File: src/rtl/packet_seq_ctrl_pkg.sv
// Shared types and constants for the telemetry packet sequencer.
package packet_seq_ctrl_pkg;

  typedef enum logic [2:0] {
    HDR0    = 3'd0,
    HDR1    = 3'd1,
    PAYLOAD = 3'd2,
    FLUSH   = 3'd3,
    DROP    = 3'd4
  } state_t;

  localparam logic [15:0] DEF_MAX_LEN   = 16'd4095;
  localparam logic [10:0] DEF_IDLE_APID = 11'h7FF;

  // Bit positions within the 48-bit primary header.
  localparam int HDR_APID_MSB = 42;
  localparam int HDR_APID_LSB = 32;
  localparam int HDR_SEQ_MSB  = 29;
  localparam int HDR_SEQ_LSB  = 16;
  localparam int HDR_LEN_MSB  = 15;
  localparam int HDR_LEN_LSB  = 0;

  // word0 carries hdr[47:16]; word1[31:16] carries hdr[15:0].
  localparam int W0_OFS = 16;
  localparam int W1_OFS = 16;

endpackage

File: src/rtl/packet_seq_ctrl_if.sv
// Stream input, datapath output and header-field bundle of the sequencer.
interface packet_seq_ctrl_if;
  import packet_seq_ctrl_pkg::*;

  // A word transfers on a rising edge where in_valid && in_ready; in_valid
  // may drop at any time and in_data is only meaningful while in_valid is high.
  logic [31:0] in_data;
  logic        in_valid;
  logic        in_ready;
  logic [31:0] dp_data;
  logic        dp_shift;
  logic        dp_datavalid;
  logic [10:0] pkt_apid;
  logic [13:0] pkt_seq;
  logic [15:0] pkt_len;
  logic        hdr_valid;
  logic        pkt_last;
  logic        err_len;
  logic [15:0] idle_cnt;
  state_t      dbg_state;

  modport master (
    output in_data, in_valid,
    input  in_ready, dp_data, dp_shift, dp_datavalid, pkt_apid, pkt_seq,
           pkt_len, hdr_valid, pkt_last, err_len, idle_cnt, dbg_state
  );

  modport slave (
    input  in_data, in_valid,
    output in_ready, dp_data, dp_shift, dp_datavalid, pkt_apid, pkt_seq,
           pkt_len, hdr_valid, pkt_last, err_len, idle_cnt, dbg_state
  );

endinterface

File: src/rtl/packet_seq_ctrl_pkt_len_calc.sv
// Input-word count N and payload-word count P from the length field L.
module pkt_len_calc (
  input  logic [15:0] len,
  output logic [15:0] n_words,
  output logic [15:0] p_words
);

  // N = ceil((L+7)/4), P = ceil((L+1)/4); 17-bit sums avoid wrap at L=FFFF.
  assign n_words = 16'((17'(len) + 17'd10) >> 2);
  assign p_words = 16'((17'(len) + 17'd4) >> 2);

endmodule

File: src/rtl/packet_seq_ctrl.sv
// Packet sequencer: splits telemetry words into header fields and payload
// shifts, drops idle/oversized packets, and pads short payloads with a flush.
module packet_seq_ctrl
  import packet_seq_ctrl_pkg::*;
#(
  parameter logic [15:0] MAX_LEN   = DEF_MAX_LEN,
  parameter logic [10:0] IDLE_APID = DEF_IDLE_APID
) (
  input logic              clk,
  input logic              reset,
  packet_seq_ctrl_if.slave bus
);

  state_t      state_q, state_d;
  logic        rdy_q;
  logic        acc;
  logic [15:0] idx_q, idx_d;
  logic [15:0] emit_q, emit_d;
  logic [15:0] calc_len, n_words, p_words;

  logic [31:0] dp_data_q, dp_data_d;
  logic        dp_shift_q, dp_shift_d;
  logic        dp_dv_q, dp_dv_d;
  logic        last_q, last_d;

  logic [10:0] pend_apid_q;
  logic [13:0] pend_seq_q;
  logic [10:0] apid_q;
  logic [13:0] seq_q;
  logic [15:0] len_q;
  logic        hdr_valid_q, err_q;
  logic [15:0] idle_q;
  logic        hdr_load, is_idle, is_err;

  // rdy_q keeps in_ready low while reset is held and for the release cycle.
  assign bus.in_ready = rdy_q && (state_q != FLUSH);
  assign acc          = bus.in_valid && bus.in_ready;
  assign calc_len     = (state_q == HDR1) ? bus.in_data[31:16] : len_q;

  pkt_len_calc u_len_calc (
    .len     (calc_len),
    .n_words (n_words),
    .p_words (p_words)
  );

  always_ff @(posedge clk or negedge reset) begin
    if (!reset) begin
      state_q <= HDR0;
      rdy_q   <= 1'b0;
      idx_q   <= '0;
      emit_q  <= '0;
    end else begin
      state_q <= state_d;
      rdy_q   <= 1'b1;
      idx_q   <= idx_d;
      emit_q  <= emit_d;
    end
  end

  always_comb begin
    state_d    = state_q;
    idx_d      = idx_q;
    emit_d     = emit_q;
    dp_data_d  = dp_data_q;
    dp_shift_d = 1'b0;
    dp_dv_d    = 1'b0;
    last_d     = 1'b0;
    hdr_load   = 1'b0;
    is_idle    = 1'b0;
    is_err     = 1'b0;
    case (state_q)
      HDR0: begin
        if (acc) begin
          dp_shift_d = 1'b1;
          dp_data_d  = bus.in_data;
          idx_d      = 16'd1;
          state_d    = HDR1;
        end
      end
      HDR1: begin
        if (acc) begin
          dp_shift_d = 1'b1;
          dp_data_d  = bus.in_data;
          hdr_load   = 1'b1;
          is_idle    = (pend_apid_q == IDLE_APID);
          is_err     = (bus.in_data[31:16] > MAX_LEN);
          idx_d      = 16'd2;
          emit_d     = '0;
          // A two-word packet has no payload input words left to accept.
          if (is_idle || is_err)
            state_d = (n_words <= 16'd2) ? HDR0 : DROP;
          else
            state_d = (n_words <= 16'd2) ? FLUSH : PAYLOAD;
        end
      end
      PAYLOAD: begin
        if (acc) begin
          dp_shift_d = 1'b1;
          dp_data_d  = bus.in_data;
          idx_d      = idx_q + 16'd1;
          if (emit_q < p_words) begin
            dp_dv_d = 1'b1;
            emit_d  = emit_q + 16'd1;
            last_d  = ((emit_q + 16'd1) == p_words);
          end
          if (idx_q == n_words - 16'd1)
            state_d = (emit_d < p_words) ? FLUSH : HDR0;
        end
      end
      FLUSH: begin
        dp_data_d  = '0;
        dp_shift_d = 1'b1;
        dp_dv_d    = 1'b1;
        last_d     = 1'b1;
        state_d    = HDR0;
      end
      DROP: begin
        if (acc) begin
          idx_d = idx_q + 16'd1;
          if (idx_q == n_words - 16'd1)
            state_d = HDR0;
        end
      end
      default: state_d = HDR0;
    endcase
  end

  always_ff @(posedge clk or negedge reset) begin
    if (!reset) begin
      dp_data_q  <= '0;
      dp_shift_q <= 1'b0;
      dp_dv_q    <= 1'b0;
      last_q     <= 1'b0;
    end else begin
      dp_data_q  <= dp_data_d;
      dp_shift_q <= dp_shift_d;
      dp_dv_q    <= dp_dv_d;
      last_q     <= last_d;
    end
  end

  always_ff @(posedge clk or negedge reset) begin
    if (!reset) begin
      pend_apid_q <= '0;
      pend_seq_q  <= '0;
      apid_q      <= '0;
      seq_q       <= '0;
      len_q       <= '0;
      hdr_valid_q <= 1'b0;
      err_q       <= 1'b0;
      idle_q      <= '0;
    end else begin
      hdr_valid_q <= hdr_load;
      err_q       <= hdr_load && is_err;
      if (state_q == HDR0 && acc) begin
        pend_apid_q <= bus.in_data[HDR_APID_MSB-W0_OFS:HDR_APID_LSB-W0_OFS];
        pend_seq_q  <= bus.in_data[HDR_SEQ_MSB-W0_OFS:HDR_SEQ_LSB-W0_OFS];
      end
      if (hdr_load) begin
        apid_q <= pend_apid_q;
        seq_q  <= pend_seq_q;
        len_q  <= bus.in_data[HDR_LEN_MSB+W1_OFS:HDR_LEN_LSB+W1_OFS];
        if (is_idle && idle_q != 16'hFFFF)
          idle_q <= idle_q + 16'd1;
      end
    end
  end

  assign bus.dp_data      = dp_data_q;
  assign bus.dp_shift     = dp_shift_q;
  assign bus.dp_datavalid = dp_dv_q;
  assign bus.pkt_last     = last_q;
  assign bus.pkt_apid     = apid_q;
  assign bus.pkt_seq      = seq_q;
  assign bus.pkt_len      = len_q;
  assign bus.hdr_valid    = hdr_valid_q;
  assign bus.err_len      = err_q;
  assign bus.idle_cnt     = idle_q;
  assign bus.dbg_state    = state_q;

endmodule

File: src/flat_wrapper.sv
// flat-port wrapper written by rule: the top's interface ports become plain ports
module packet_seq_ctrl_flat import packet_seq_ctrl_pkg::*;
#(
  parameter logic [15:0] MAX_LEN   = DEF_MAX_LEN,
  parameter logic [10:0] IDLE_APID = DEF_IDLE_APID
)
  (clk, reset, bus_in_data, bus_in_valid, bus_in_ready, bus_dp_data, bus_dp_shift, bus_dp_datavalid, bus_pkt_apid, bus_pkt_seq, bus_pkt_len, bus_hdr_valid, bus_pkt_last, bus_err_len, bus_idle_cnt, bus_dbg_state);
  packet_seq_ctrl_if bus_i ();
  input logic clk;
  input logic reset;
  input wire logic [$bits(bus_i.in_data)-1:0] bus_in_data;
  input wire logic [$bits(bus_i.in_valid)-1:0] bus_in_valid;
  output wire logic [$bits(bus_i.in_ready)-1:0] bus_in_ready;
  output wire logic [$bits(bus_i.dp_data)-1:0] bus_dp_data;
  output wire logic [$bits(bus_i.dp_shift)-1:0] bus_dp_shift;
  output wire logic [$bits(bus_i.dp_datavalid)-1:0] bus_dp_datavalid;
  output wire logic [$bits(bus_i.pkt_apid)-1:0] bus_pkt_apid;
  output wire logic [$bits(bus_i.pkt_seq)-1:0] bus_pkt_seq;
  output wire logic [$bits(bus_i.pkt_len)-1:0] bus_pkt_len;
  output wire logic [$bits(bus_i.hdr_valid)-1:0] bus_hdr_valid;
  output wire logic [$bits(bus_i.pkt_last)-1:0] bus_pkt_last;
  output wire logic [$bits(bus_i.err_len)-1:0] bus_err_len;
  output wire logic [$bits(bus_i.idle_cnt)-1:0] bus_idle_cnt;
  output wire logic [$bits(bus_i.dbg_state)-1:0] bus_dbg_state;
  assign bus_i.in_data = bus_in_data;
  assign bus_i.in_valid = bus_in_valid;
  assign bus_in_ready = bus_i.in_ready;
  assign bus_dp_data = bus_i.dp_data;
  assign bus_dp_shift = bus_i.dp_shift;
  assign bus_dp_datavalid = bus_i.dp_datavalid;
  assign bus_pkt_apid = bus_i.pkt_apid;
  assign bus_pkt_seq = bus_i.pkt_seq;
  assign bus_pkt_len = bus_i.pkt_len;
  assign bus_hdr_valid = bus_i.hdr_valid;
  assign bus_pkt_last = bus_i.pkt_last;
  assign bus_err_len = bus_i.err_len;
  assign bus_idle_cnt = bus_i.idle_cnt;
  assign bus_dbg_state = bus_i.dbg_state;
  packet_seq_ctrl #(.MAX_LEN(MAX_LEN), .IDLE_APID(IDLE_APID)) u_core (.clk(clk), .reset(reset), .bus(bus_i));
endmodule
File: config.mk
export PLATFORM = sky130hd
export DESIGN_NAME = packet_seq_ctrl_flat
export DESIGN_NICKNAME = d
export VERILOG_FILES = /design/src/rtl/packet_seq_ctrl_pkg.sv /design/src/rtl/packet_seq_ctrl_if.sv /design/src/rtl/packet_seq_ctrl_pkt_len_calc.sv /design/src/rtl/packet_seq_ctrl.sv /design/src/flat_wrapper.sv
export SDC_FILE = /design/constraint.sdc
export NUM_CORES = 1
export LEC_CHECK = 0
export CAP_MARGIN = 10
export CORE_MARGIN = 2
export CORE_UTILIZATION = 50
export CTS_CLUSTER_DIAMETER = 200
export CTS_CLUSTER_SIZE = 20
export DETAILED_ROUTE_END_ITERATION = 7
export MAX_ROUTING_LAYER = met4
export PLACE_DENSITY_LB_ADDON = 0.3
export REMOVE_ABC_BUFFERS = 1
export SKIP_LAST_GASP = 1
export SLEW_MARGIN = 15
export SYNTH_ARGS = -nofsm -noshare
export SYNTH_HDL_FRONTEND = slang
export SYNTH_SLANG_ARGS = --single-unit
File: constraint.sdc
create_clock -name clk -period 6.5 [get_ports clk]
set_input_delay 1.95 -clock clk [delete_from_list [all_inputs] [get_ports clk]]
set_output_delay 1.95 -clock clk [all_outputs]
set_load 0.01 [all_outputs]
**Word level (Yosys, flattened, before mapping)**

Index checks and enable logic that the tools add are counted.
W data, S select, Z words.

- Word-level logic and storage cells: 97
- Flip-flop bits (word level): 155
- Bits of input ports: 35

- Equality and inequality tests: 17
- Muxes and demuxes: 37
- Reduce and logical (&&, ||, !) cells: 17
- Add/sub/neg operators: 6
- $lt $le $gt $ge: 4

Operator list:

| operator | count |
|---|---|
| $mux W16 | 9 |
| $pmux W32 S2 | 1 |
| $add A16 B1 Y16 const B | 3 |
| $pmux W16 S3 | 1 |
| $lt A16 B15 Y1 | 2 |
| $mux W32 | 1 |
| $pmux W16 S2 | 1 |
| $mux W3 | 8 |
| $add A16 B3 Y17 const B | 1 |
| $add A16 B4 Y17 const B | 1 |
| $eq A16 B15 Y1 | 1 |
| $eq A16 B16 Y1 | 1 |
| $gt A16 B12 Y1 const B | 1 |
| $ne A16 B16 Y1 const B | 1 |
| $ne A2 B1 Y1 const B | 8 |
| $sub A15 B1 Y16 const B | 1 |
| $le A15 B2 Y1 const B | 1 |
| $pmux W3 S4 | 1 |
| $eq A11 B11 Y1 const B | 1 |
| $mux W1 | 11 |
| $eq A3 B2 Y1 const B | 2 |
| $pmux W1 S2 | 3 |
| $reduce_and A6 Y1 | 1 |
| $logic_and A1 B1 Y1 | 5 |
| other kinds (13) | 15 |

**Longest topological paths before layout**

- Word-level depth: 12
- Depth in mapped cells: 33
- Mapped depth without buffers: 27

**Cells and area by module**

A second synthesis with hierarchy kept.

- Cell total of the unflattened synthesis: 944
- Area total of the unflattened synthesis: 9191.3 um^2

Modules (own cells, without submodules):

| module | times used | area an instance (um^2) | seq. area each (um^2) | cells each |
|---|---|---|---|---|
| packet_seq_ctrl | 1 | 8653.3 | 3878.7 | 862 |
| pkt_len_calc | 1 | 538.0 | 0.0 | 82 |

**Worst setup path after synthesis**

Ideal clock, no wire load.

- Path type: input to register
- From: input bus_in_data[24]
- To: register u_core.state_q[1] (netlist: u_core.bus.dbg_state[1])
- Buffers on the path: 3
- Arrival time: 7.062 ns
- Slack: -0.704 ns
- Cell stages on the path: 26
- Setup time: 0.143 ns
- Path through: clkbuf_1 -> nand3_1 -> or4_4 -> a211oi_2 -> nand2_1 -> xnor2_1 -> ha_1 -> a21o_1 -> a211o_1 -> nor2_1 -> a31oi_2 -> and2_1 -> buf_4 -> buf_4 -> nor3_1 -> xor2_1 -> ha_1 -> a21o_1 -> a21oi_1 -> nand2_1 -> a31oi_1 -> a2111oi_0 -> nand3_1 -> o211a_1 -> o31ai_1 -> a31oi_1

- Word-level cells in the longest chain between the ends: 11
- Elaborated cells between the ends (all ways): 21
- Those cells by class: add/sub: 3; order compare: 3; eq/ne: 3; mux: 10; reduce/logical: 2

Ends and longest elaborated chain:

| what | line | source |
|---|---|---|
| start, declared | flat_wrapper.sv:11 | `input wire logic [$bits(bus_i.in_data)-1:0] bus_in_data;` |
| $mux W16 | packet_seq_ctrl.sv:38 | `assign calc_len = (state_q == HDR1) ? bus.in_data[31:16] : len_q;` |
| $add A16 B3 Y17 | packet_seq_ctrl_pkt_len_calc.sv:10 | `assign p_words = 16'((17'(len) + 17'd4) >> 2);` |
| $lt A16 B15 Y1 | packet_seq_ctrl.sv:101 | `if (emit_q < p_words) begin` |
| $mux W16 | packet_seq_ctrl.sv:101 |  |
| $mux W16 | packet_seq_ctrl.sv:97 | `if (acc) begin` |
| $mux W16 | packet_seq_ctrl.sv:71 | `case (state_q)` |
| $lt A16 B15 Y1 | packet_seq_ctrl.sv:107 | `state_d = (emit_d < p_words) ? FLUSH : HDR0;` |
| $mux W2 | packet_seq_ctrl.sv:107 |  |
| $mux W3 | packet_seq_ctrl.sv:106 | `if (idx_q == n_words - 16'd1)` |
| $mux W3 | packet_seq_ctrl.sv:97 |  |
| $pmux W3 S4 | packet_seq_ctrl.sv:71 |  |
| end signal, assigned | packet_seq_ctrl.sv:53 | `state_q <= state_d;` |
| end, declared | packet_seq_ctrl.sv:14 | `state_t state_q, state_d;` |

Several ways; a longest one is shown, not always the timed one. The select of a mux whose other input is x is not followed.
A chain may end at the register's enable or synchronous reset.

**Final worst setup path**

- From: input bus_in_data[18]
- To: register u_core.state_q[1] (netlist: u_core.bus.dbg_state[1])

Same word-level chain as after synthesis.

==> impl_metrics.yaml <==
clock_network:
  root_buffer: "clkbuf_16"
  path_clk_slew_ps: 70
  htreeDepth: 4
  cts_tree: "built"
  cts_buffer_depth: 2
  clock_latency_ps: 450
  cts_sinks: 155
  postCtsHoldBufs: 0
  cts_buffers: 17
logic_synthesis:
  synth_xor_area_frac: 0.1031
  synth_area_leaders: "dfrtp_1 (41%), nand2_1 (11%), xnor2_1 (6.4%), ha_1 (4.4%), xor2_1 (3.7%)"
  syn_inst: 1081
  yosysWarnings: 0
  synthSimpleGateAreaFrac: 0.2340
  ys_ff_latch: 155
  synth_mux_area_frac: 0.06222
  syn_area_sq_um: 9492
  synth.avg_cell_area_sq_um: 8.780
  ys_seq_area_frac: 0.4086
  synth_cell_type_count: 82
  synth_top_family_by_area: "simple AND/OR/NAND/NOR gates"
  synthAdderAreaFrac: 0.04350
  ys.flop_type: "dfrtp_1"
  async_flop_share: 1.000
  yosys.area.top_type: "dfrtp_1"
  synth_edf_count: 0
  synth_compound_area_frac: 0.1130
  yosysTopAreaCellShare: 0.4086
global_route:
  overflow: 0
  grt_pass1_wl_mm: 44.89
  grt.total_usage: 0.2937
  grt_start_max_net_pins: 69
  antenna_found_initial: 1
  grt_pass1_vias: 8700
cells_and_area:
  multiInputGateArea_sq_um: 5479
  fillers: 1486
  fin_nets: 1351
  synthToLayoutAreaGrowth_pct: 31.10
  final_cell_mix: "nand2_1 (266), dfrtp_1 (155), clkdlybuf4s50_1 (121)"
  layout.cells.most_common: "nand2_1"
  regArea_sq_um: 3879
  drive_gt1_frac: 0.1829
placement:
  dp_hpwl_mm: 19.25
  place.gp.congestion: 0.9624
  port_buffers: 132
floorplan:
  coreArea_sq_um: 18640
  die_h_um: 141.8
  rows: 50
  initial_core_util: 0.5091
  dieWidth_um: 141.8
  fp.dieArea_sq_um: 20100
  pin_count: 133
critical_path:
  critPathCaptureType: "flip-flop"
  critPathTopFamily: "simple AND/OR/NAND/NOR gates"
  critical_path_class: "primary input to flip-flop"
  critPathMaxFanout: 5
  cp_slowest_cell: "or3_4"
  worstPathBufferInverterCount: 3
  cp.arrival_ps: 6710
  critPathLaunchType: "primary input"
  slowest_delay_ps: 430
  worstPathRequired_ps: 6820
  ff2ff_setup_slack_ps: 750
power:
  p_total_mw: 2.126
  ir_drop_uv: 171.9
  powerDensity_nw_per_um2: 170.9
  leakage_nw: 5.801
sta:
  setup_viol: 0
  fin_crit_sh: 0.9825
  max_slew_margin: 0.3113
  hold_violations: 0
  fmax_ghz: 0.1566
  clock_skew_ps: 13.31
  layout_min_cycle_time_ps: 6386
  hold_ws_ps: 470.4
  worst_pin_slew_ps: 1029
  maxSlewViolCount: 0
status:
  status: "completed"
routing:
  vias: 8619
  drc_errors: 0
  antenna_left: 0
  routed_wirelength_mm: 27.97
  vias_per_cell: 5.630
  routedWlPerCell_um: 18.27
  first_iter_violations: 625
  firstDrtPassIters: 5
job:
  cap_violations: 0
worst_hold_path:
  hold_class: "flip-flop to flip-flop"
## metal layers
layer	vias up	wire length [um]	GRT usage	share of wire
met5	-	0	-	0
met4	0	994	0.1195	0.036
met3	64	2068	0.07695	0.074
met2	309	12880	0.4561	0.46
met1	4137	12020	0.3672	0.43
li1	4109	-	-	-
## final timing paths
| path | start | endpoint | cells after the start |
|---|---|---|---|
| setup / recovery | bus_in_data[18] | u_core.bus.dbg_state[1]$_DFFE_PN0P_ | 28 |
| hold / removal | u_core.pend_seq_q[2]$_DFFE_PN0P_ | u_core.bus.pkt_seq[2]$_DFFE_PN0P_ | 2 |
| setup reg to reg | u_core.bus.dbg_state[1]$_DFFE_PN0P_ | u_core.bus.dbg_state[1]$_DFFE_PN0P_ | 26 |
| hold reg to reg | u_core.pend_seq_q[2]$_DFFE_PN0P_ | u_core.bus.pkt_seq[2]$_DFFE_PN0P_ | 2 |
| max in group asynchronous | reset | u_core.bus.pkt_apid[7]$_DFFE_PN0P_ | 2 |
| min in group asynchronous | reset | u_core.bus.dp_data[17]$_DFFE_PN0P_ | 1 |
## worst min-delay path, stage by stage (launching register included)
cell	delay, ps
dfrtp_1	350
nand2_1	50
nand2_1	40
## cell usage after synthesis (all sizes together), types with 5 or more instances
library cell and number:
nand2b 5, buf 18, nand3 44, and2 5
nand2 270, nor2b 7, nor3 18, xor2 40
or3 8, dfrtp 155, clkbuf 38, a31oi 7
or2 6, and3 16, a21oi 54, a21o 9
o211ai 6, a211oi 6, mux2 32, nand4 11
nor2 74, ha 33, nor4 11, mux2i 20
xnor2 69, o21ai 32, inv 23
## repair_timing
| item | 4_1_cts | 5_1_grt |
|---|---|---|
| resized for setup | 32 | 34 |
| cloned | 0 | 0 |
| setup buffers | 9 | 4 |
| endpoints found under the setup margin | 2 | 2 |
| pin swaps | 24 | 27 |
## cells by family (layout without fill, tap and decap cells)
group,after synthesis,count (layout)
adder cells (fa/ha/maj),33,33
AND/OR/NAND/NOR,494,494
flip-flops,155,155
multiplexers,53,53
other,1,2
XOR/XNOR,110,110
buffers and inverters,79,294
AO/OA/AOI/OAI,156,156
## sequential cells by signal, summed over array words and instances (netlist names), 14 cells and up
register,flops
u_core.emit_q,16
u_core.bus.idle_cnt,16
u_core.bus.dp_data,32
u_core.bus.pkt_seq,14
u_core.pend_seq_q,14
u_core.bus.pkt_len,16
u_core.idx_q,16
## layout make-up
cell class	instances	share of cell area
tap	234	0.02353
sequential	155	0.3117
clock buffer	17	0.03419
timing repair buffer	239	0.1695
inverter	23	0.006938
antenna	1	0.0002011
clock inverter	15	0.01357
multi-input combinational	847	0.4403
## stage by stage
| stage | instances | TNS, ps | cell area, sq um | utilization | worst slack (ps) |
|---|---|---|---|---|---|
| 3_5_place_dp | 1485 | -1733 | 11580 | 0.6209 | -884.1 |
| 2_1_floorplan | 1025 | -592.4 | 9244 | - | -318.9 |
| 4_1_cts | 1526 | 0 | 12320 | 0.6609 | 10.10 |
| 5_1_grt | 1531 | -166.0 | 12440 | 0.6675 | -91.76 |
| 6_report | 1531 | 0 | 12440 | 0.6675 | 113.7 |
| 3_3_place_gp | 1485 | -1405 | 11580 | 0.6209 | -719.8 |
## where the power goes
part / switching, mW / internal (mW)
logic: 0.0620 / 0.0581
registers: 0.0292 / 0.978
clock network: 0.482 / 0.516
total: 0.574 / 1.55
Power figures use the tool's default switching activity.
